**src/rtl/hazard_ctrl_if.sv**
```systemverilog
// Pipeline hazard-control bundle: ID/EX/MEM/WB register tags and qualifiers in,
// stall/flush enables, forwarding selects and performance counters out.
interface hazard_ctrl_if #(
  parameter int unsigned CNT_W = 32
);
  logic [4:0]       rs1D;
  logic [4:0]       rs2D;
  logic [4:0]       rs1E;
  logic [4:0]       rs2E;
  logic [4:0]       rdE;
  logic [4:0]       rdM;
  logic [4:0]       rdW;
  logic             regwriteM;
  logic             regwriteW;
  logic             loadE;
  logic             pcsrcE;
  logic             mdstartE;

  logic             enF;
  logic             enD;
  logic             enE;
  logic             clrD;
  logic             clrE;
  logic             clrM;
  logic [1:0]       forwardAE;
  logic [1:0]       forwardBE;
  logic             mdbusy;
  logic [CNT_W-1:0] stall_cnt;
  logic [CNT_W-1:0] flush_cnt;

  modport master (
    output rs1D, rs2D, rs1E, rs2E, rdE, rdM, rdW,
    output regwriteM, regwriteW, loadE, pcsrcE, mdstartE,
    input  enF, enD, enE, clrD, clrE, clrM, forwardAE, forwardBE,
    input  mdbusy, stall_cnt, flush_cnt
  );

  modport slave (
    input  rs1D, rs2D, rs1E, rs2E, rdE, rdM, rdW,
    input  regwriteM, regwriteW, loadE, pcsrcE, mdstartE,
    output enF, enD, enE, clrD, clrE, clrM, forwardAE, forwardBE,
    output mdbusy, stall_cnt, flush_cnt
  );
endinterface

```
**src/rtl/hazard_ctrl.sv**
```systemverilog
// Hazard/pipeline-control unit for the 5-stage RV32 pipeline: forwarding,
// load-use and MUL/DIV stalls, branch flushes, saturating stall/flush counters.
module hazard_ctrl #(
  parameter int unsigned MD_LATENCY = 4,
  parameter int unsigned CNT_W      = 32
) (
  input logic           clk,
  input logic           reset,
  hazard_ctrl_if.slave  hz
);

  typedef enum logic {IDLE, BUSY} state_e;

  localparam logic [3:0] MD_LOAD = 4'(MD_LATENCY - 2);

  state_e           state_q, state_d;
  logic [3:0]       cnt_q, cnt_d;
  logic [CNT_W-1:0] stall_cnt_q, stall_cnt_d;
  logic [CNT_W-1:0] flush_cnt_q, flush_cnt_d;

  logic lwstall;
  logic mdstall;
  logic enF_s;
  logic clrD_s;
  logic clrE_s;

  always_ff @(posedge clk or posedge reset) begin
    if (reset) begin
      state_q     <= IDLE;
      cnt_q       <= '0;
      stall_cnt_q <= '0;
      flush_cnt_q <= '0;
    end else begin
      state_q     <= state_d;
      cnt_q       <= cnt_d;
      stall_cnt_q <= stall_cnt_d;
      flush_cnt_q <= flush_cnt_d;
    end
  end

  always_comb begin
    state_d = state_q;
    cnt_d   = cnt_q;
    unique case (state_q)
      IDLE: begin
        if (hz.mdstartE) begin
          state_d = BUSY;
          cnt_d   = MD_LOAD;
        end
      end
      BUSY: begin
        if (cnt_q != 4'd0) cnt_d = cnt_q - 4'd1;
        else               state_d = IDLE;
      end
      default: state_d = IDLE;
    endcase
  end

  // mdstall is gated by reset so an in-flight op releases EX the moment reset asserts
  always_comb begin
    mdstall = 1'b0;
    if (!reset) begin
      if (state_q == IDLE) mdstall = hz.mdstartE;
      else                 mdstall = (cnt_q != 4'd0);
    end

    lwstall = hz.loadE && (hz.rdE != 5'd0) &&
              ((hz.rdE == hz.rs1D) || (hz.rdE == hz.rs2D));

    enF_s  = !(lwstall || mdstall);
    clrD_s = hz.pcsrcE && !mdstall;
    clrE_s = (lwstall || hz.pcsrcE) && !mdstall;

    hz.enF    = enF_s;
    hz.enD    = enF_s;
    hz.enE    = !mdstall;
    hz.clrD   = clrD_s;
    hz.clrE   = clrE_s;
    hz.clrM   = mdstall;
    hz.mdbusy = (state_q == BUSY);

    if (hz.regwriteM && (hz.rdM != 5'd0) && (hz.rdM == hz.rs1E))      hz.forwardAE = 2'b10;
    else if (hz.regwriteW && (hz.rdW != 5'd0) && (hz.rdW == hz.rs1E)) hz.forwardAE = 2'b01;
    else                                                              hz.forwardAE = 2'b00;

    if (hz.regwriteM && (hz.rdM != 5'd0) && (hz.rdM == hz.rs2E))      hz.forwardBE = 2'b10;
    else if (hz.regwriteW && (hz.rdW != 5'd0) && (hz.rdW == hz.rs2E)) hz.forwardBE = 2'b01;
    else                                                              hz.forwardBE = 2'b00;
  end

  always_comb begin
    stall_cnt_d = stall_cnt_q;
    flush_cnt_d = flush_cnt_q;
    if (!enF_s && (stall_cnt_q != '1))               stall_cnt_d = stall_cnt_q + 1'b1;
    if ((clrD_s || clrE_s) && (flush_cnt_q != '1))   flush_cnt_d = flush_cnt_q + 1'b1;
  end

  assign hz.stall_cnt = stall_cnt_q;
  assign hz.flush_cnt = flush_cnt_q;

endmodule

```
**src/flat_wrapper.sv**
```systemverilog
// flat-port wrapper written by rule: the top's interface ports become plain ports
module hazard_ctrl_flat 
#(
  parameter int unsigned MD_LATENCY = 4,
  parameter int unsigned CNT_W      = 32
)
  (clk, reset, hz_rs1D, hz_rs2D, hz_rs1E, hz_rs2E, hz_rdE, hz_rdM, hz_rdW, hz_regwriteM, hz_regwriteW, hz_loadE, hz_pcsrcE, hz_mdstartE, hz_enF, hz_enD, hz_enE, hz_clrD, hz_clrE, hz_clrM, hz_forwardAE, hz_forwardBE, hz_mdbusy, hz_stall_cnt, hz_flush_cnt);
  hazard_ctrl_if #(.CNT_W(CNT_W)) hz_i ();
  input logic clk;
  input logic reset;
  input wire logic [$bits(hz_i.rs1D)-1:0] hz_rs1D;
  input wire logic [$bits(hz_i.rs2D)-1:0] hz_rs2D;
  input wire logic [$bits(hz_i.rs1E)-1:0] hz_rs1E;
  input wire logic [$bits(hz_i.rs2E)-1:0] hz_rs2E;
  input wire logic [$bits(hz_i.rdE)-1:0] hz_rdE;
  input wire logic [$bits(hz_i.rdM)-1:0] hz_rdM;
  input wire logic [$bits(hz_i.rdW)-1:0] hz_rdW;
  input wire logic [$bits(hz_i.regwriteM)-1:0] hz_regwriteM;
  input wire logic [$bits(hz_i.regwriteW)-1:0] hz_regwriteW;
  input wire logic [$bits(hz_i.loadE)-1:0] hz_loadE;
  input wire logic [$bits(hz_i.pcsrcE)-1:0] hz_pcsrcE;
  input wire logic [$bits(hz_i.mdstartE)-1:0] hz_mdstartE;
  output wire logic [$bits(hz_i.enF)-1:0] hz_enF;
  output wire logic [$bits(hz_i.enD)-1:0] hz_enD;
  output wire logic [$bits(hz_i.enE)-1:0] hz_enE;
  output wire logic [$bits(hz_i.clrD)-1:0] hz_clrD;
  output wire logic [$bits(hz_i.clrE)-1:0] hz_clrE;
  output wire logic [$bits(hz_i.clrM)-1:0] hz_clrM;
  output wire logic [$bits(hz_i.forwardAE)-1:0] hz_forwardAE;
  output wire logic [$bits(hz_i.forwardBE)-1:0] hz_forwardBE;
  output wire logic [$bits(hz_i.mdbusy)-1:0] hz_mdbusy;
  output wire logic [$bits(hz_i.stall_cnt)-1:0] hz_stall_cnt;
  output wire logic [$bits(hz_i.flush_cnt)-1:0] hz_flush_cnt;
  assign hz_i.rs1D = hz_rs1D;
  assign hz_i.rs2D = hz_rs2D;
  assign hz_i.rs1E = hz_rs1E;
  assign hz_i.rs2E = hz_rs2E;
  assign hz_i.rdE = hz_rdE;
  assign hz_i.rdM = hz_rdM;
  assign hz_i.rdW = hz_rdW;
  assign hz_i.regwriteM = hz_regwriteM;
  assign hz_i.regwriteW = hz_regwriteW;
  assign hz_i.loadE = hz_loadE;
  assign hz_i.pcsrcE = hz_pcsrcE;
  assign hz_i.mdstartE = hz_mdstartE;
  assign hz_enF = hz_i.enF;
  assign hz_enD = hz_i.enD;
  assign hz_enE = hz_i.enE;
  assign hz_clrD = hz_i.clrD;
  assign hz_clrE = hz_i.clrE;
  assign hz_clrM = hz_i.clrM;
  assign hz_forwardAE = hz_i.forwardAE;
  assign hz_forwardBE = hz_i.forwardBE;
  assign hz_mdbusy = hz_i.mdbusy;
  assign hz_stall_cnt = hz_i.stall_cnt;
  assign hz_flush_cnt = hz_i.flush_cnt;
  hazard_ctrl #(.MD_LATENCY(MD_LATENCY), .CNT_W(CNT_W)) u_core (.clk(clk), .reset(reset), .hz(hz_i));
endmodule
```
**config.mk**
```make
export PLATFORM = sky130hd
export DESIGN_NAME = hazard_ctrl_flat
export DESIGN_NICKNAME = d
export VERILOG_FILES = /design/src/rtl/hazard_ctrl_if.sv /design/src/rtl/hazard_ctrl.sv /design/src/flat_wrapper.sv
export SDC_FILE = /design/constraint.sdc
export NUM_CORES = 1
export LEC_CHECK = 0
export BUFFER_PORTS_ARGS = -buffer_cell sky130_fd_sc_hd__buf_4
export CAP_MARGIN = 20
export CELL_PAD_IN_SITES_DETAIL_PLACEMENT = 1
export CELL_PAD_IN_SITES_GLOBAL_PLACEMENT = 1
export CORE_ASPECT_RATIO = 1.2
export CORE_UTILIZATION = 42
export DETAILED_ROUTE_END_ITERATION = 16
export GPL_TIMING_DRIVEN = 0
export MAX_ROUTING_LAYER = met4
export PLACE_DENSITY = 0.87
export SYNTH_ARGS = -nofsm -noshare
export SYNTH_HDL_FRONTEND = slang
export SYNTH_SLANG_ARGS = --single-unit
```
**constraint.sdc**
```tcl
create_clock -name clk -period 3.65 [get_ports clk]
set_input_delay 0.73 -clock clk [delete_from_list [all_inputs] [get_ports clk]]
set_output_delay 0.73 -clock clk [all_outputs]
set_load 0.02 [all_outputs]
```
; Yosys cells after proc, flatten, opt, wreduce, memory -nomap -nowiden
; Index checks and enable logic that the tools add are counted.
[word_totals]
register_bits = 69
input_bits = 42
out_inout_bits = 75
wordCells = 53
[op_classes]
add_sub_neg = 3
n_eq_ne = 10
n_mux = 12
bitwise_logic = 1
reduce_logical = 23
[ops]
columns = cell, n
row1 = $add A32 B1 Y32 const B, 2
row2 = $ne A32 B32 Y1 const B, 2
row3 = $eq A5 B5 Y1, 6
row4 = $reduce_bool A5 Y1, 3
row5 = $logic_and A1 B1 Y1, 12
row6 = $mux W4, 2
row7 = $pmux W4 S2, 1
row8 = $mux W1, 6
row9 = $logic_or A1 B1 Y1, 4
row10 = $mux W2, 2
row11 = $ne A2 B2 Y1 const B, 2
row12 = $reduce_bool A4 Y1, 1
row13 = $sub A4 B1 Y4 const B, 1
row14 = $logic_not A1 Y1, 2
row15 = $pmux W1 S2, 1
row16 = $reduce_and A2 Y1, 1
row17 = $not A1 Y1, 1

; Longest topological paths before layout
[logic_depth]
word_depth = 7
ltp_mapped = 10
mapped_depth_nobuf = 10

; Least setup slack after synthesis
; OpenSTA, ideal clock, no wires.
[synth_timing]
path_type = input to output
start = input port hz_rdM[0]
end = output port hz_forwardAE[0]
t_arrival_ps = 2347
required_ps = 2920
slack_ps = 573
cell_stages = 4
n_path_buf = 0
path_cell_list = or4_1 o21ai_0 nor4_1 nor4_1
[synth_between]
elab_chain_len = 4
word_cells_on_any_way = 5
classes_between = eq/ne (1) / mux (1) / reduce/logical (3)
[synth_rtl]
columns = element, line_no
row1 = "start, declared", flat_wrapper.sv:16  ; input wire logic [$bits(hz_i.rdM)-1:0] hz_rdM;
row2 = $reduce_bool A5 Y1, hazard_ctrl.sv:82  ; if (hz.regwriteM && (hz.rdM != 5'd0) && (hz.rdM == hz.rs1E)) hz.forwardAE = 2'b10;
row3 = $logic_and A1 B1 Y1, hazard_ctrl.sv:82
row4 = $logic_and A1 B1 Y1 (*), hazard_ctrl.sv:82
row5 = $mux W2 (*), hazard_ctrl.sv:82
row6 = "end, declared", flat_wrapper.sv:29  ; output wire logic [$bits(hz_i.forwardAE)-1:0] hz_forwardAE;
; Every way passes the cells marked *; elsewhere a longest branch is shown, timed or not.

; Final worst setup path
[layout_timing]
start = register u_core.cnt_q[1]
end = output port hz_clrE
[layout_between]
elab_chain_len = 5
[layout_rtl]
columns = element, line_no
row1 = "start, declared", hazard_ctrl.sv:17  ; logic [3:0] cnt_q, cnt_d;
row2 = "start signal, assigned", hazard_ctrl.sv:35  ; cnt_q <= cnt_d;
row3 = $reduce_bool A4 Y1, hazard_ctrl.sv:64  ; else mdstall = (cnt_q != 4'd0);
row4 = $mux W1, hazard_ctrl.sv:63  ; if (state_q == IDLE) mdstall = hz.mdstartE;
row5 = $mux W1, hazard_ctrl.sv:62  ; if (!reset) begin
row6 = $logic_not A1 Y1, hazard_ctrl.sv:72  ; clrE_s = (lwstall || hz.pcsrcE) && !mdstall;
row7 = $logic_and A1 B1 Y1, hazard_ctrl.sv:72
row8 = "end, declared", flat_wrapper.sv:27  ; output wire logic [$bits(hz_i.clrE)-1:0] hz_clrE;
; Every way passes these cells.

==> results.md <==
- Flop-to-flop setup slack: 1130 ps
- PD cells: 521 nW/um^2
- Placement Cell Area: approximately 4900 um^2
- Initial antenna violation count: 0
- Core ar.: 8990 um^2
- R2R Path End: u_core.hz.stall_cnt[1]$_DFFE_PP0P_
- DIE WIDTH: 89.7 um
- Overall Global Routing Usage: 24.6%
- Area grow syn2layout: 31.7%
- CP Launch Type: register
- GPL Wtd Cong: between 0.8 and 0.9
- # IOs: 117
- CTS Buffer Depth: 2
- First-pass GRT wire length: 18300 um
- Flop and latch count out of synthesis: between 60 and 70
- Asr flop ratio synth: 100%
- Worst vdd ir: 0.284 mV
- Static leakage: 2.43 nW
- Seq/Total Area, Yosys: roughly 45%
- Worst-path fanout max: 8
- Ys flop type: dfrtp_1
- # DRC: 0
- Largest net degree at the start of global routing: 70
- Yosys top cell area share: 44.5%
- Final Hold Fails: 0
- Initial core utilization: 43.2%
- EDFF count, synth: 0
- Mapped cell area: around 3900 um^2
- Synth Area per Inst: 10.3 um^2
- Die height: about 110 um
- Number of max-cap violations: 0
- Root Buffer: clkbuf_8
- DP HPWL: slightly above 8000 um
- FF-to-FF path depth: 7
- Vias post-DR: 3427
- Worst min path class: register to register
- Slew margin rel.: about 42%
- HP Start: u_core.hz.flush_cnt[26]$_DFFE_PP0P_
- Worst flop-to-flop path startpoint: u_core.hz.stall_cnt[0]$_DFFE_PP0P_
- Final-report max-slew violation count: 0
- H-tree depth: 3
- Clock transition at path regs: about 70 ps
- RSZ-0062 raised after global routing: false
- Syn Nets: 423
- Setup tns final: 0 ps
- Worst slew pin tran: 866 ps
- Status: finished clean
- Crit path time final: between 3000 and 4000 ps
- Clk sinks: 69
- Crit end category: primary output
- Row Count: 38
- Wire per inst: 17.3 um
- DR pass1 iterations: 4
- # setup viols final: 0
- Hold Path End: u_core.hz.flush_cnt[26]$_DFFE_PP0P_
- Mapped Cells: 377
- Final period utilization: 85.5%
- CTS resizes: 0
- Final Skew: 9.49 ps
- Total wire length: 10900 um
- CTS buffer count: 9
- GRT overflow: 0
- CP arrival: 2390 ps
- Worst hold stages: 1
- Hold-fix buffers, CTS: 0
- Top cell type by total area after synthesis: dfrtp_1
- Initial DRC Count: 59
- F_max: 0.320 GHz
- # Post-CTS Setup Buffers: 0
- Routed vias/inst: 5.45
- Synth warn: 0
- Critical Setup Path Class: register to primary output
- Clk_lat worst skew: approximately 350 ps
- Number of global-route vias before repair: 3790
- Share of layout cells above drive strength 1: 32.0%
- Final instance area: roughly 5100 um^2
- Overall Power: 2.66 mW
- Post-DRT Antenna Nets: 0
- Top cells by area, synth: dfrtp_1 (45%), xor2_1 (13%), xnor2_1 (7.7%)
- CTS tree: built
- Die area: 9620 um^2
- Buffers on Ports: 116
- Post-synth cell types: 48
- Diodes inserted: 0
- Nets: 550
- WP data required: 2920 ps
==> flip-flops by register name, indices dropped and copies added (netlist names) <==
signal and cells:
u_core.hz.flush_cnt 32, u_core.hz.stall_cnt 32, u_core.cnt_q 4, u_core.hz.mdbusy 1
==> logic make-up after synthesis <==
group,after synthesis,synth area share (%)
xor gates and xnor gates,92,20.8
buffers and inverters,19,2.71
DFF,69,44.5
AOI/OAI and AO/OA,16,3.19
and+or+nand+nor,174,26.6
muxes,3,0.935
adders and majority gates,4,1.29
==> through the flow <==
step                utilization, %  setup slack (ps)  instances  hold slack [ps]
CTS                           56.9               513        629              495
global placement              54.5               285        613              470
floorplan                        -               573        377              493
detailed placement            54.6               592        613              486
finish                        56.9               529        629              488
global route                  56.9               371        629              522
==> final cells by class <==
class	instances	area, um^2
plain buffers	6	56.3
clock buffers	11	131
clock inverters	5	75.1
fillers	1029	3880
inverters	13	51.3
multi-input cells	289	2050
flip-flops and latches	69	1730
well taps	120	150
repair buffers	116	871
==> synthesized netlist by cell type, drive strengths merged, types with 3 or more instances <==
cell and n:
nand2 22, or4 5, nor4b 3, dfrtp 69, xnor2 34, inv 13, xor2 58, nand3 26
nor4 16, nor3 23, and2 4, and3 10, o21ai 8, buf 6, nor2 24, a21oi 3
nand4 28, ha 4
==> worst max path at each step <==
stage / start / end / slack, ps
after global routing: u_core.cnt_q[0]$_DFFE_PP0P_ / hz_clrE / 370
after CTS: u_core.cnt_q[1]$_DFFE_PP0P_ / hz_clrE / 510
after global placement: reset / u_core.hz.stall_cnt[13]$_DFFE_PP0P_ / 280
after floorplan: hz_rdM[0] / hz_forwardAE[0] / 570
after detailed placement: hz_rdE[0] / hz_clrE / 590
final: u_core.cnt_q[1]$_DFFE_PP0P_ / hz_clrE / 530
==> power by group <==
part,leakage (nW),internal (mW),switching (mW)
Clock,0.107,0.382,0.293
Sequential,0.872,0.901,0.182
Combinational,1.45,0.391,0.513
==> layer usage <==
metal | GRT usage (%) | share of wire [%]
met5 | - | 0
met4 | 10.9 | 2.4
met3 | 4.66 | 5.1
met2 | 44.8 | 54
met1 | 26.1 | 39
==> layout by cell type (no fill, tap or decap), types with 2 or more instances in the layout <==
cell type | netlist | routed
xnor2_1 | 34 | 34
o21ai_2 | 2 | 2
nor2_2 | 2 | 2
nor4_1 | 14 | 14
clkinv_2 | 0 | 3
nor3_4 | 2 | 2
inv_1 | 10 | 9
and3_1 | 9 | 9
nand3_1 | 26 | 26
nor3_1 | 19 | 19
nor2b_1 | 2 | 2
nor4b_1 | 3 | 3
nand2_1 | 22 | 22
buf_6 | 3 | 3
clkbuf_8 | 0 | 9
and4_1 | 2 | 2
nand4_2 | 2 | 2
bufinv_16 | 0 | 2
ha_1 | 4 | 4
nand2b_1 | 2 | 2
and2_1 | 4 | 4
buf_4 | 3 | 119
xor2_1 | 58 | 58
a21oi_1 | 2 | 2
nor2_1 | 22 | 22
nand4_1 | 25 | 25
o21ai_0 | 6 | 6
nor3_2 | 2 | 2
dfrtp_1 | 69 | 69
or4_1 | 5 | 5
clkbuf_1 | 0 | 2
inv_2 | 3 | 3
==> critical path, stage by stage, from the launching register on <==
cell,delay [ps]
dfrtp_1,390
inv_1,70
ha_1,180
nor3b_2,170
a211o_2,390
and2_1,210
a21oi_4,280
inv_2,150
buf_4,190
(Power assumes the default switching activity.)
